--- config.mk ---
export PLATFORM = sky130hd
export DESIGN_NAME = game_ctrl
export DESIGN_NICKNAME = d
export VERILOG_FILES = /design/src/rtl/wam_pkg.sv /design/src/rtl/bcd_sat_inc.sv /design/src/rtl/game_ctrl.sv
export SDC_FILE = /design/constraint.sdc
export NUM_CORES = 1
export LEC_CHECK = 0
export CAP_MARGIN = 20
export CELL_PAD_IN_SITES_DETAIL_PLACEMENT = 2
export CELL_PAD_IN_SITES_GLOBAL_PLACEMENT = 2
export CORE_MARGIN = 10
export CORE_UTILIZATION = 30
export DETAILED_ROUTE_END_ITERATION = 7
export GPL_TIMING_DRIVEN = 0
export PLACE_DENSITY_LB_ADDON = 0.1
export SLEW_MARGIN = 30
export SYNTH_ARGS = -nofsm -noshare
export SYNTH_HDL_FRONTEND = slang
export SYNTH_SLANG_ARGS = --single-unit
--- constraint.sdc ---
create_clock -name clk -period 6.63 [get_ports clk]
set_clock_uncertainty 0.15 [all_clocks]
set_input_delay 1.6575 -clock clk [delete_from_list [all_inputs] [get_ports clk]]
set_output_delay 1.6575 -clock clk [all_outputs]
set_load 0.02 [all_outputs]
--- src/rtl/wam_pkg.sv ---
// Shared constants for the whack-a-mole game controller: FSM encodings
// and round/score limits.
package wam_pkg;

  localparam logic [1:0] ST_IDLE = 2'b00;
  localparam logic [1:0] ST_ARM  = 2'b01;
  localparam logic [1:0] ST_PLAY = 2'b10;
  localparam logic [1:0] ST_OVER = 2'b11;

  localparam int unsigned DEF_GAME_SECONDS  = 60;
  localparam logic [7:0]  DEF_SCORE_MAX_BCD = 8'h99;

endpackage

--- src/rtl/bcd_sat_inc.sv ---
// Two-digit BCD incrementer that saturates at MAX_BCD.
module bcd_sat_inc
  import wam_pkg::*;
#(
  parameter logic [7:0] MAX_BCD = DEF_SCORE_MAX_BCD
) (
  input  logic [7:0] i_bcd,
  output logic [7:0] o_bcd
);

  always_comb begin
    o_bcd = i_bcd;
    if (i_bcd < MAX_BCD) begin
      if (i_bcd[3:0] == 4'd9) begin
        o_bcd = {i_bcd[7:4] + 4'd1, 4'd0};
      end else begin
        o_bcd = {i_bcd[7:4], i_bcd[3:0] + 4'd1};
      end
    end
  end

endmodule

--- src/rtl/game_ctrl.sv ---
// Game round controller: start/hit edge detection, IDLE/ARM/PLAY/OVER FSM,
// BCD score and best-score tracking. All outputs are registered.
module game_ctrl
  import wam_pkg::*;
#(
  parameter int unsigned GAME_SECONDS  = DEF_GAME_SECONDS,
  parameter logic [7:0]  SCORE_MAX_BCD = DEF_SCORE_MAX_BCD
) (
  input  logic       clk,
  input  logic       reset,
  input  logic       start_key,
  input  logic       hit_key,
  input  logic [5:0] time_left,
  output logic       timer_enable,
  output logic       timer_clear_n,
  output logic [7:0] score,
  output logic [7:0] high_score,
  output logic [1:0] state,
  output logic       game_over
);

  logic       r_start_low;
  logic       r_hit_low;
  logic       r_guard;
  logic [1:0] r_state;
  logic [7:0] r_score;
  logic [7:0] r_high;
  logic       r_timer_en;
  logic       r_clear_n;
  logic       r_over;

  logic       w_start_edge;
  logic       w_hit_edge;
  logic [1:0] w_state_nxt;
  logic [7:0] w_score_inc;
  logic [7:0] w_score_nxt;

  // Edge flops hold "key was low last cycle" so their reset value of 0
  // suppresses an event for a key held high through reset.
  assign w_start_edge = start_key & r_start_low;
  assign w_hit_edge   = hit_key & r_hit_low;

  bcd_sat_inc #(
    .MAX_BCD(SCORE_MAX_BCD)
  ) u_inc (
    .i_bcd(r_score),
    .o_bcd(w_score_inc)
  );

  always_comb begin
    w_state_nxt = r_state;
    w_score_nxt = r_score;
    case (r_state)
      ST_IDLE, ST_OVER: begin
        if (w_start_edge) w_state_nxt = ST_ARM;
      end
      ST_ARM: begin
        w_state_nxt = ST_PLAY;
      end
      default: begin
        if (w_hit_edge) w_score_nxt = w_score_inc;
        if (r_guard && (time_left == '0)) w_state_nxt = ST_OVER;
      end
    endcase
    if (w_state_nxt == ST_ARM) w_score_nxt = '0;
  end

  always_ff @(posedge clk or negedge reset) begin
    if (!reset) begin
      r_state     <= ST_IDLE;
      r_score     <= '0;
      r_high      <= '0;
      r_start_low <= 1'b0;
      r_hit_low   <= 1'b0;
      r_guard     <= 1'b0;
      r_timer_en  <= 1'b0;
      r_clear_n   <= 1'b1;
      r_over      <= 1'b0;
    end else begin
      r_state     <= w_state_nxt;
      r_score     <= w_score_nxt;
      r_start_low <= ~start_key;
      r_hit_low   <= ~hit_key;
      r_guard     <= (r_state == ST_PLAY);
      r_timer_en  <= (w_state_nxt == ST_PLAY);
      r_clear_n   <= (w_state_nxt != ST_ARM);
      r_over      <= (w_state_nxt == ST_OVER);
      // Best score is taken from the final score on the PLAY->OVER edge so it
      // is already valid on the first OVER cycle.
      if ((r_state == ST_PLAY) && (w_state_nxt == ST_OVER) && (w_score_nxt > r_high))
        r_high <= w_score_nxt;
    end
  end

  a_time_range: assert property (@(posedge clk) disable iff (!reset)
    int'(time_left) <= int'(GAME_SECONDS));

  assign state         = r_state;
  assign score         = r_score;
  assign high_score    = r_high;
  assign timer_enable  = r_timer_en;
  assign timer_clear_n = r_clear_n;
  assign game_over     = r_over;

endmodule

==> metrics.md <==
| Metric | Value |
|---|---|
| Top cells by area, synth | `dfrtp_1 43%, ha_1 12%, mux2i_1 6.8%` |
| Crit path required time | `~6.7 ns` |
| Avg Cell Area, Syn | `11.1 sq um` |
| Top-area cell type share of the netlist area | `43.2%` |
| Crit Path Class | `in2reg` |
| RSZ-0062 raised after global routing | `false` |
| Synthesized area | `0.00133 sq mm` |
| Clock sink count | `24` |
| Syn Inst Count | `120` |
| Rows | `24` |
| Area grow syn2layout | `30.5%` |
| Pre-Repair DR Iteration Count | `4` |
| Power Total | `460 uW` |
| Syn Nets | `143` |
| First-pass GRT wire length | `6.40 mm` |
| Root Driver | `clkbuf_8` |
| Hold WS | `approximately 0.42 ns` |
| Seq/Total Area, Yosys | `about 45%` |
| Core area | `0.00432 sq mm` |
| Vias | `~1100` |
| H-tree Lvls | `1` |
| Main synth FF type | `dfrtp_1` |
| Die area | `roughly 0.0075 sq mm` |
| Final Hold Viols | `0` |
| Worst ir drop on vdd | `0.109 mV` |
| Final TNS setup | `0 ns` |
| Antenna violations before repair | `0` |
| Status | `completed` |
| Yosys warning total | `0` |
| Worst EP arrival | `around 5.2 ns` |
| Post-route DRC | `0` |
| # hold bufs at CTS | `0` |
| Yosys top cell by area | `dfrtp_1` |
| Max Cap Viol | `0` |
| Routed length per placed instance | `17.9 um` |
| I/O pin cnt | `31` |
| Slew Viols, Final | `0` |
| Die X | `86.6 um` |
| Setup bufs post-CTS | `0` |
| GRT Util Overall | `10.6%` |
| Asr flop ratio synth | `100%` |
| Cell Pwr Density | `265 mW/mm^2` |
| Remaining Overflow, GRT | `0` |
| RD Place Congestion | `0.784` |
| Die Y | `86.6 um` |
| Number of vias per cell | `5.17` |
| # setup viols final | `0` |
| Resized Gates After CTS | `0` |
| CTS Buffer Depth | `2` |
| Slew @ Worst Pin | `0.642 ns` |
| Yosys reg bits | `24` |
| Layout cell share with drive strength beyond 1 | `~8.4%` |
| Tmin final | `5.15 ns` |
| TritonCTS clock tree | `built` |
| Pin count of the biggest net entering global routing | `25` |
| DRC violation total after the first TritonRoute iteration | `26` |
| Fmax | `0.194 GHz` |
| Final nets | `178` |
| Final period utilization | `77.8%` |
| Drt total wl | `3.68 mm` |
| Number of port buffers | `30` |
| Detail Route Antenna Nets | `0` |
| Startpoint type of the worst setup path | `primary input` |
| Worst Setup End Kind | `flip-flop` |
| Effective utilization at floorplan | `30.8%` |
| # diodes | `0` |
| Filler Cells Inserted | `around 480` |
| Clock slew at reported path FFs | `0.09 ns` |
| Crit Path Max Fanout | `10` |
| Slew Limit Headroom | `57.1%` |
| Hold crit path type | `reg2reg` |
| Clk_lat worst skew | `between 0.2 and 0.3 ns` |
| DP HPWL | `2.99 mm` |
| Number of buffers created by CTS | `3` |
| Synth cell types | `35` |
| P_leak | `~0.88 nW` |
| Number of global-route vias before repair | `1283` |
| EDFF count, synth | `0` |
-- per-stage QoR --
| stage | setup slack, ns | util, % | cells | area (sq um) |
|---|---|---|---|---|
| 3_5_place_dp | 1.11 | 39.1 | 202 | 1690 |
| 4_1_cts | 1.40 | 40.2 | 206 | 1740 |
| 5_1_grt | 1.17 | 40.2 | 206 | 1740 |
| 3_3_place_gp | 1.16 | 39.2 | 202 | 1700 |
| 6_report | 1.48 | 40.2 | 206 | 1740 |
| 2_1_floorplan | 2.11 | - | 120 | 1330 |
-- critical path, stage by stage --
cell	delay, ns
clkdlybuf4s50_1	0.48
nand2_1	0.08
a21o_1	0.19
a221o_4	0.39
nor3_2	0.56
nor2_1	0.18
ha_1	0.33
nor2b_1	0.13
o211ai_1	0.15
a21oi_1	0.12
o311ai_4	0.56
mux2_4	0.35
-- report_power, final --
group	total, mW	switching [mW]	internal [mW]
logic	0.179	0.103	0.0766
clock network	0.0922	0.0491	0.0431
registers	0.189	0.0206	0.168
-- cells in the mapped netlist (2+ instances only) --
library cell and count:
xor2_1 2, nand3_1 4, dfrtp_1 23, a21oi_1 3, ha_1 13, nand4_1 3, and3_1 2, nor2b_1 2
nand2_1 3, inv_1 15, mux2i_1 9, a31oi_1 2, o21ai_0 2, o21a_1 2, nor3_1 2, nor2_1 14
-- placed cells by master (no fill, tap or decap), types with 3 or more instances in the layout --
cell and count:
nor2_1 14, clkdlybuf4s50_1 29, nand3_1 4, nand4_1 3, inv_1 15, dfrtp_1 23
ha_1 13, a21oi_1 3, clkbuf_8 3, nand2_1 3, mux2i_1 9
-- area by class of cell --
type | instances | area (sq um) | area share, %
timing repair buffer | 30 | 295 | 17.0
clock buffer | 4 | 45.0 | 2.59
buffer | 1 | 3.75 | 0.216
inverter | 15 | 56.3 | 3.24
tap | 52 | 65.1 | 3.75
multi-input combinational | 80 | 669 | 38.5
sequential | 24 | 602 | 34.7
-- per-layer routing --
metal / wire length [um] / share of wire [%] / global-route usage [%] / vias up
met5: 0 / 0 / 0 / -
met4: 60 / 1.6 / 3.98 / 0
met3: 217 / 5.9 / 2.81 / 5
met2: 1950 / 53 / 19.4 / 24
met1: 1450 / 39 / 11.2 / 546
li1: - / - / - / 489
-- registers in the layout (all words and copies together), names as in the netlist --
register / flops
timer_enable: 1
r_hit_low: 1
score: 8
timer_clear_n: 1
state: 2
r_guard: 1
game_over: 1
high_score: 8
r_start_low: 1
-- kinds of logic after synthesis --
kind of cell / after synthesis / share of synthesized area, %
XOR/XNOR: 2 / 1.32
AND/OR/NAND/NOR: 38 / 16.6
AO/OA/AOI/OAI: 16 / 11.4
multiplexers: 11 / 8.74
adder cells (fa/ha/maj): 13 / 12.2
flip-flops: 24 / 45.2
buffers and inverters: 16 / 4.51
-- worst paths after layout --
check                         startpoint             to  slack, ns  depth (start not counted)
min in group asynchronous          reset        r_guard       1.21                          1
hold / removal             high_score[2]  high_score[2]       0.42                          2
setup / recovery               start_key  high_score[0]       1.48                         12
setup reg to reg                state[0]  high_score[0]       2.49                         13
hold reg to reg            high_score[2]  high_score[2]       0.42                          2
max in group asynchronous          reset  timer_clear_n       4.75                          1
Note: power is estimated with default switching activity, not from simulation.
